==> src/rtl/md_stall_ctrl.sv <==
// Multiply/divide launch scheduler and D-stage stall controller.
// Optional macro MD_EARLY_RELEASE_EN releases D one cycle early (MDU forwards on md_done).
module md_stall_ctrl #(
  parameter int unsigned MULT_CYC = 5,
  parameter int unsigned DIV_CYC  = 10,
  parameter int unsigned CNT_W    = 4
) (
  input  logic             clk,
  input  logic             reset,
  input  logic [31:0]      IR_D,
  input  logic [31:0]      IR_E,
  input  logic             Req_exc,
  output logic             md_start,
  output logic [1:0]       md_op,
  output logic             md_busy,
  output logic [CNT_W-1:0] md_cnt,
  output logic             md_done,
  output logic             Stall_D
);

  localparam logic [5:0]       OP_SPECIAL = 6'b000000;
  localparam logic [3:0]       FN_MD      = 4'b0110;
  localparam logic [3:0]       FN_HILO    = 4'b0100;
  localparam logic [CNT_W-1:0] MULT_LD    = CNT_W'(MULT_CYC);
  localparam logic [CNT_W-1:0] DIV_LD     = CNT_W'(DIV_CYC);
  localparam logic [CNT_W-1:0] CNT_ONE    = CNT_W'(1);

  logic [CNT_W-1:0] r_cnt;
  logic             r_busy;
  logic             r_done;
  logic [CNT_W-1:0] w_cnt_nxt;
  logic             w_start_e;
  logic             w_start_e_valid;
  logic             w_hilo_d;
  logic             w_busy_term;
  logic             w_unused;

  // funct 0110xx = mult/multu/div/divu, 0100xx = mfhi/mthi/mflo/mtlo
  assign w_start_e = (IR_E[31:26] == OP_SPECIAL) && (IR_E[5:2] == FN_MD);
  assign w_hilo_d  = (IR_D[31:26] == OP_SPECIAL) &&
                     ((IR_D[5:2] == FN_MD) || (IR_D[5:2] == FN_HILO));

  assign w_start_e_valid = w_start_e && !Req_exc;
  assign md_start        = w_start_e_valid && !r_busy;
  assign md_op           = IR_E[1:0];

`ifdef MD_EARLY_RELEASE_EN
  assign w_busy_term = (r_cnt > CNT_ONE);
`else
  assign w_busy_term = r_busy;
`endif

  assign Stall_D = w_hilo_d && (w_busy_term || w_start_e_valid);

  // Load on launch (funct bit 1 selects divide), otherwise count down to zero
  always_comb begin
    w_cnt_nxt = r_cnt;
    if (md_start) begin
      w_cnt_nxt = IR_E[1] ? DIV_LD : MULT_LD;
    end else if (r_cnt != '0) begin
      w_cnt_nxt = r_cnt - CNT_ONE;
    end
  end

  always_ff @(posedge clk or negedge reset) begin
    if (!reset) begin
      r_cnt  <= '0;
      r_busy <= 1'b0;
      r_done <= 1'b0;
    end else begin
      r_cnt  <= w_cnt_nxt;
      r_busy <= (w_cnt_nxt != '0);
      r_done <= (r_cnt == CNT_ONE);
    end
  end

  assign md_cnt  = r_cnt;
  assign md_busy = r_busy;
  assign md_done = r_done;

  assign w_unused = ^{IR_D[25:6], IR_E[25:6]};

endmodule

==> config.mk <==
export PLATFORM = sky130hd
export DESIGN_NAME = md_stall_ctrl
export DESIGN_NICKNAME = d
export VERILOG_FILES = /design/src/rtl/md_stall_ctrl.sv
export SDC_FILE = /design/constraint.sdc
export NUM_CORES = 1
export LEC_CHECK = 0
export ABC_AREA = 1
export CAP_MARGIN = 20
export CORE_AREA = 5 5 56 58
export CTS_BUF_LIST = sky130_fd_sc_hd__clkbuf_8
export CTS_CLUSTER_DIAMETER = 60
export CTS_CLUSTER_SIZE = 8
export DETAILED_ROUTE_END_ITERATION = 7
export DIE_AREA = 0 0 61 63
export PLACE_DENSITY = 0.86
export SLEW_MARGIN = 20
export SYNTH_ARGS = -nofsm -noshare
export SYNTH_HDL_FRONTEND = slang
export SYNTH_SLANG_ARGS = --single-unit
==> constraint.sdc <==
create_clock -name clk -period 1.3 [get_ports clk]
set_input_delay 0.195 -clock clk [delete_from_list [all_inputs] [get_ports clk]]
set_output_delay 0.195 -clock clk [all_outputs]
set_load 0.02 [all_outputs]
==> reports/metrics.csv, run 1 <==
metric,value,unit
ys_warn_count,0,
rsz0062_at_grt,true,
wl,1610,µm
routabilityCongestion,0.705,
vias,591,
antenna_found_initial,0,
nets,180,
ctsHoldBuffers,0,
yosysMostFrequentCell,nand2_1,
cts_made_buffers,3,
hp-class,input port to async pin,
ir_drop,0.000913,V
cts.sinks,6,
tightest_slew,257,ps
dp.cells,135,
drt_iter0_markers,3,
maxCapViolations,0,
track_usage,8.95,%
setup_viol,0,
vias_per_cell,4.22,
clk_pin_slew,40,ps
power.leakage,0.555,nW
skew,2.97,ps
wl_per_cell,11.5,µm
crit_fanout,4,
port_buffers,31,
cts_buffer_depth,2,
syn2layout_area_growth,89.0,%
ys.flop_type,dfrtp_1,
fp.dieH,63,µm
drtPass1Iterations,4,
htreeDepth,1,
grt_pass1_vias,689,
grt_pass1_wl,2620,µm
grt_max_degree,7,
startpoint_type,flip-flop,
globalRouteOverflowTotal,0,
max_clock_freq,0.789,GHz
critPathRequiredTime,1410,ps
relSlewSlack,82.8,%
coreArea,2620,µm²
period_share,97.5,%
drc,0,
critical_path_class,flip-flop to flip-flop,
async_reset_ff_share,100,%
syn-num-nets,138,
utilization,37.9,%
critPathArrivalTime,1370,ps
die_w,61,µm
cts_tree,built,
synth_edf_count,0,
antenna_cells,0,
clk_latency,220,ps
power_density,1680,nW/µm²
syn_area,524,µm²
yosysTopAreaCell,dfrtp_1,
stdcell_count,140,
synth.distinct_cells,22,
root_buffer,clkbuf_8,
ys_ff_latch,6,
hold_viol,0,
final_max_slew_viol_count,0,
initial_core_util,20.0,%
drive_above_1_share,36.7,%
syn_avg_cell_area,7.60,µm²
synth_commonest_cells,"13 x nand2_1, 12 x inv_1, 11 x nor2_1",
fin_crit,1270,ps
synth_top_area_share,28.6,%
end_kind,flip-flop,
dieArea,3840,µm²
io_pins,77,
totalPowerFinal,1.66,mW
synth_cells,69,
dp_hpwl,1350,µm
rows,19,
synth-seq-area-share,28.6,%
drt.antenna.violating_nets,0,
status,"finished, final reports clean",
synth.area.top_cells,"dfrtp_1 29%, nand2_1 9.3%, inv_1 8.6%, nor2_1 7.9%, nor2_8 7.6%",
[per-layer routing]
| layer | vias up | routed length (µm) | global-route usage [%] |
|---|---|---|---|
| met5 | - | 0 | 0 |
| met4 | 0 | 14 | 5.42 |
| met3 | 2 | 126 | 2.07 |
| met2 | 25 | 965 | 16.6 |
| met1 | 272 | 504 | 8.31 |
| li1 | 292 | - | - |
[timing repair]
item,in CTS,in global routing
buffers inserted,1,1
gates resized for setup,48,4
pin swaps,14,10
endpoints found under the setup margin,12,4
[worst max-delay path, stage by stage, from the launching register on]
cell	delay [ps]
dfrtp_2	410
inv_2	80
ha_4	160
nand3_4	80
xor2_1	160
nand2_1	90
nor2_1	110
nand2_1	60
[final timing paths]
kind,cells after the start,start,endpoint,slack [ps]
max in group asynchronous,1,reset,md_cnt[0],860
min,1,reset,md_cnt[2],210
max reg2reg,7,md_cnt[1],md_busy,30
max,7,md_cnt[1],md_busy,30
min reg2reg,1,md_cnt[2],md_done,520
min in group clk,0,IR_E[0],md_op[0],390
[cells by family after synthesis]
group                      after synthesis  share of synthesized area [%]
buffers and inverters                   16                           12.9
DFF                                      6                           28.6
xor gates and xnor gates                 2                           3.34
AOI/OAI and AO/OA                        4                           4.53
and+or+nand+nor                         39                           45.8
adders and majority gates                2                           4.77
[through the flow]
stage | hold slack [ps] | TNS, ps | setup slack [ps] | instance area (µm²)
final | 210 | 0 | 32.8 | 991
after global routing | 225 | -108 | -55.2 | 991
after CTS | 214 | 0 | 3.21 | 968
after detailed placement | 390 | -2610 | -667 | 912
after floorplan | -101 | 0 | 13.5 | 533
after global placement | 390 | -2290 | -625 | 912
[placed cells by master (no fill, tap or decap), types with 2 or more instances in the layout]
cell type,n
buf_4,10
clkbuf_8,3
clkdlybuf4s15_1,2
clkdlybuf4s50_1,3
dfrtp_1,4
dfrtp_2,2
dlygate4sd2_1,21
dlymetal6s2s_1,2
inv_1,7
inv_2,7
nand2_1,12
nand3_4,3
nand4_1,3
nor2_1,9
nor2_2,3
nor2_8,2
o21ai_2,2
xor2_1,2
[sequential cells by signal, indices dropped and copies added (netlist names)]
signal	cells
md_busy	1
md_done	1
md_cnt	4
[cell type report]
type / instances / area (µm²)
Tap cell: 31 / 38.8
Inverter: 14 / 52.6
Fill cell: 268 / 1620
Sequential cell: 6 / 153
Multi-Input combinational cell: 47 / 360
Clock buffer: 3 / 41.3
Timing Repair Buffer: 39 / 345
[report_power, final]
part / internal, mW / switching (mW) / leakage, nW
Clock: 0.198 / 0.0733 / 0.0216
Sequential: 0.285 / 0.0864 / 0.0673
Combinational: 0.435 / 0.586 / 0.466
(Power assumes the default switching activity.)
==> run 2: changes to the inputs <==
TNS_END_PERCENT = 1   (was default)
==> run 2 against run 1 <==
  * Die area stayed put
  * Sequential cell count stayed put
  * Clock-buffer cell count stayed put
  * Fmax hardly changed
  * Core utilization is 1.1 points higher
  * Clock power hardly changed
  * Critical endpoint unchanged
  * Largest power group unchanged
==> reports/metrics.csv, run 2 (synthesis results as in run 1) <==
metric,value,unit
end_kind,flip-flop,
crit_fanout,4,
period_share,97.4,%
nets,179,
cts_tree,built,
setup_viol,0,
rows,19,
grt_util_met1,7.94,%
tightest_slew,250,ps
cts.sinks,6,
pre_cts_slack,-667,ps
grt_max_degree,7,
largest_reg_flops,4,
drt.antenna.violating_nets,0,
final_max_slew_viol_count,0,
cts_buffer_depth,2,
startpoint_type,flip-flop,
cp_slowest_cell,dfrtp_2,
fp.dieH,63,µm
r2r-start,md_cnt[1],
drt_iter0_markers,4,
use_met3,2.07,%
hold_viol,0,
cts_made_buffers,3,
power_density,1640,nW/µm²
maxCapViolations,0,
layout_common_cells,"15 x dlymetal6s2s_1, 12 x nand2_1, 9 x nor2_1, 9 x dlygate4sd2_1, 8 x buf_4",
critPathMaxStageDelay,410,ps
drc,0,
coreArea,2620,µm²
grt_pass1_vias,676,
port_buffers,31,
final_common_cell,dlymetal6s2s_1,
status,"finished, final reports clean",
grtUsageMet2,17.0,%
vias,583,
vias_per_cell,4.19,
critical_path_class,flip-flop to flip-flop,
syn2layout_area_growth,94.3,%
clk_latency,220,ps
die_w,61,µm
r2r_slack,30,ps
grt_pass1_wl,2590,µm
ctsHoldBuffers,0,
wl_per_cell,12.0,µm
relSlewSlack,83.2,%
rsz0062_at_grt,true,
wl,1670,µm
totalPowerFinal,1.67,mW
routabilityCongestion,0.705,
track_usage,8.95,%
clk_pin_slew,40,ps
dp_hpwl,1350,µm
globalRouteOverflowTotal,0,
htreeDepth,1,
skew,3.70,ps
crit_path_cell_trace,inv_2 > ha_4 > nand3_4 > xor2_1 > nand2_1 > nor2_1 > nand2_1,
dp.cells,135,
critPathRequiredTime,1410,ps
dieArea,3840,µm²
utilization,38.9,%
r2r_end,md_busy,
grt_busiest_layer,met2,
initial_core_util,20.0,%
root_buffer,clkbuf_8,
setup_slack,33.8,ps
hp-class,input port to async pin,
drtPass1Iterations,4,
critPathArrivalTime,1370,ps
drive_above_1_share,38.0,%
power.leakage,0.653,nW
stdcell_count,139,
antenna_found_initial,0,
fin_crit,1270,ps
cpMostUsedCell,nand2_1,
ir_drop,0.000919,V
reg2reg_depth,7,
antenna_cells,0,
io_pins,77,
max_clock_freq,0.790,GHz
[run 2: cell types whose count changed in the layout (fill, tap and decap cells not counted), sizes merged]
cell / change
clkbuf: +3
clkdlybuf4s50: -1
clkdlybuf4s15: -3
dlymetal6s2s: +13
buf: -1
dlygate4sd2: -12
[run 2: cell type report]
type                            count  area (µm²)
Clock buffer                        3        41.3
Tap cell                           31        38.8
Timing Repair Buffer               38         373
Inverter                           14        52.6
Multi-Input combinational cell     47         360
Fill cell                         268        1600
Sequential cell                     6         153
[run 2: worst max path at each step]
| stage | to | cells after the start | startpoint | slack, ps |
|---|---|---|---|---|
| 3_5_place_dp | md_start | 5 | IR_E[27] | -670 |
| 3_3_place_gp | Stall_D | 7 | IR_E[27] | -620 |
| 5_1_grt | md_busy | 7 | md_cnt[1] | -60 |
| 6_report | md_busy | 7 | md_cnt[1] | 30 |
| 4_1_cts | Stall_D | 5 | IR_D[4] | -170 |
| 2_1_floorplan | md_busy | 7 | md_cnt[0] | 10 |
[run 2: power breakdown]
group | internal, mW | switching, mW | total, mW
combinational | 0.437 | 0.586 | 1.02
sequential | 0.285 | 0.0879 | 0.373
clock | 0.198 | 0.0750 | 0.273
total | 0.921 | 0.749 | 1.67
[run 2: routing by layer]
| metal | up-vias | share of wire [%] | wire length (µm) |
|---|---|---|---|
| li1 | 289 | - | - |
| met1 | 269 | 30 | 500 |
| met2 | 23 | 62 | 1040 |
| met3 | 2 | 7.3 | 122 |
| met4 | 0 | 0.84 | 14 |
| met5 | - | 0 | 0 |
[run 2: what timing repair did]
action,in CTS,in global routing
pin swaps,5,20
setup endpoints to repair,12,7
resized for setup,28,28
buffers inserted,0,1
[run 2: stage by stage]
step / TNS, ps / hold WS, ps / instance area, µm²
after floorplan: 0 / -101 / 533
after global placement: -2290 / 390 / 912
after detailed placement: -2610 / 390 / 912
after CTS: -256 / 214 / 966
after global routing: -55.2 / 225 / 1020
final: 0 / 209 / 1020
[run 2: critical path: cells and delay by family, from the launching register on]
family	cells	cell delay (ps)
adders and majority gates	1	160
buffers and inverters	1	80
DFF	1	410
xor gates and xnor gates	1	160
and+or+nand+nor	4	340
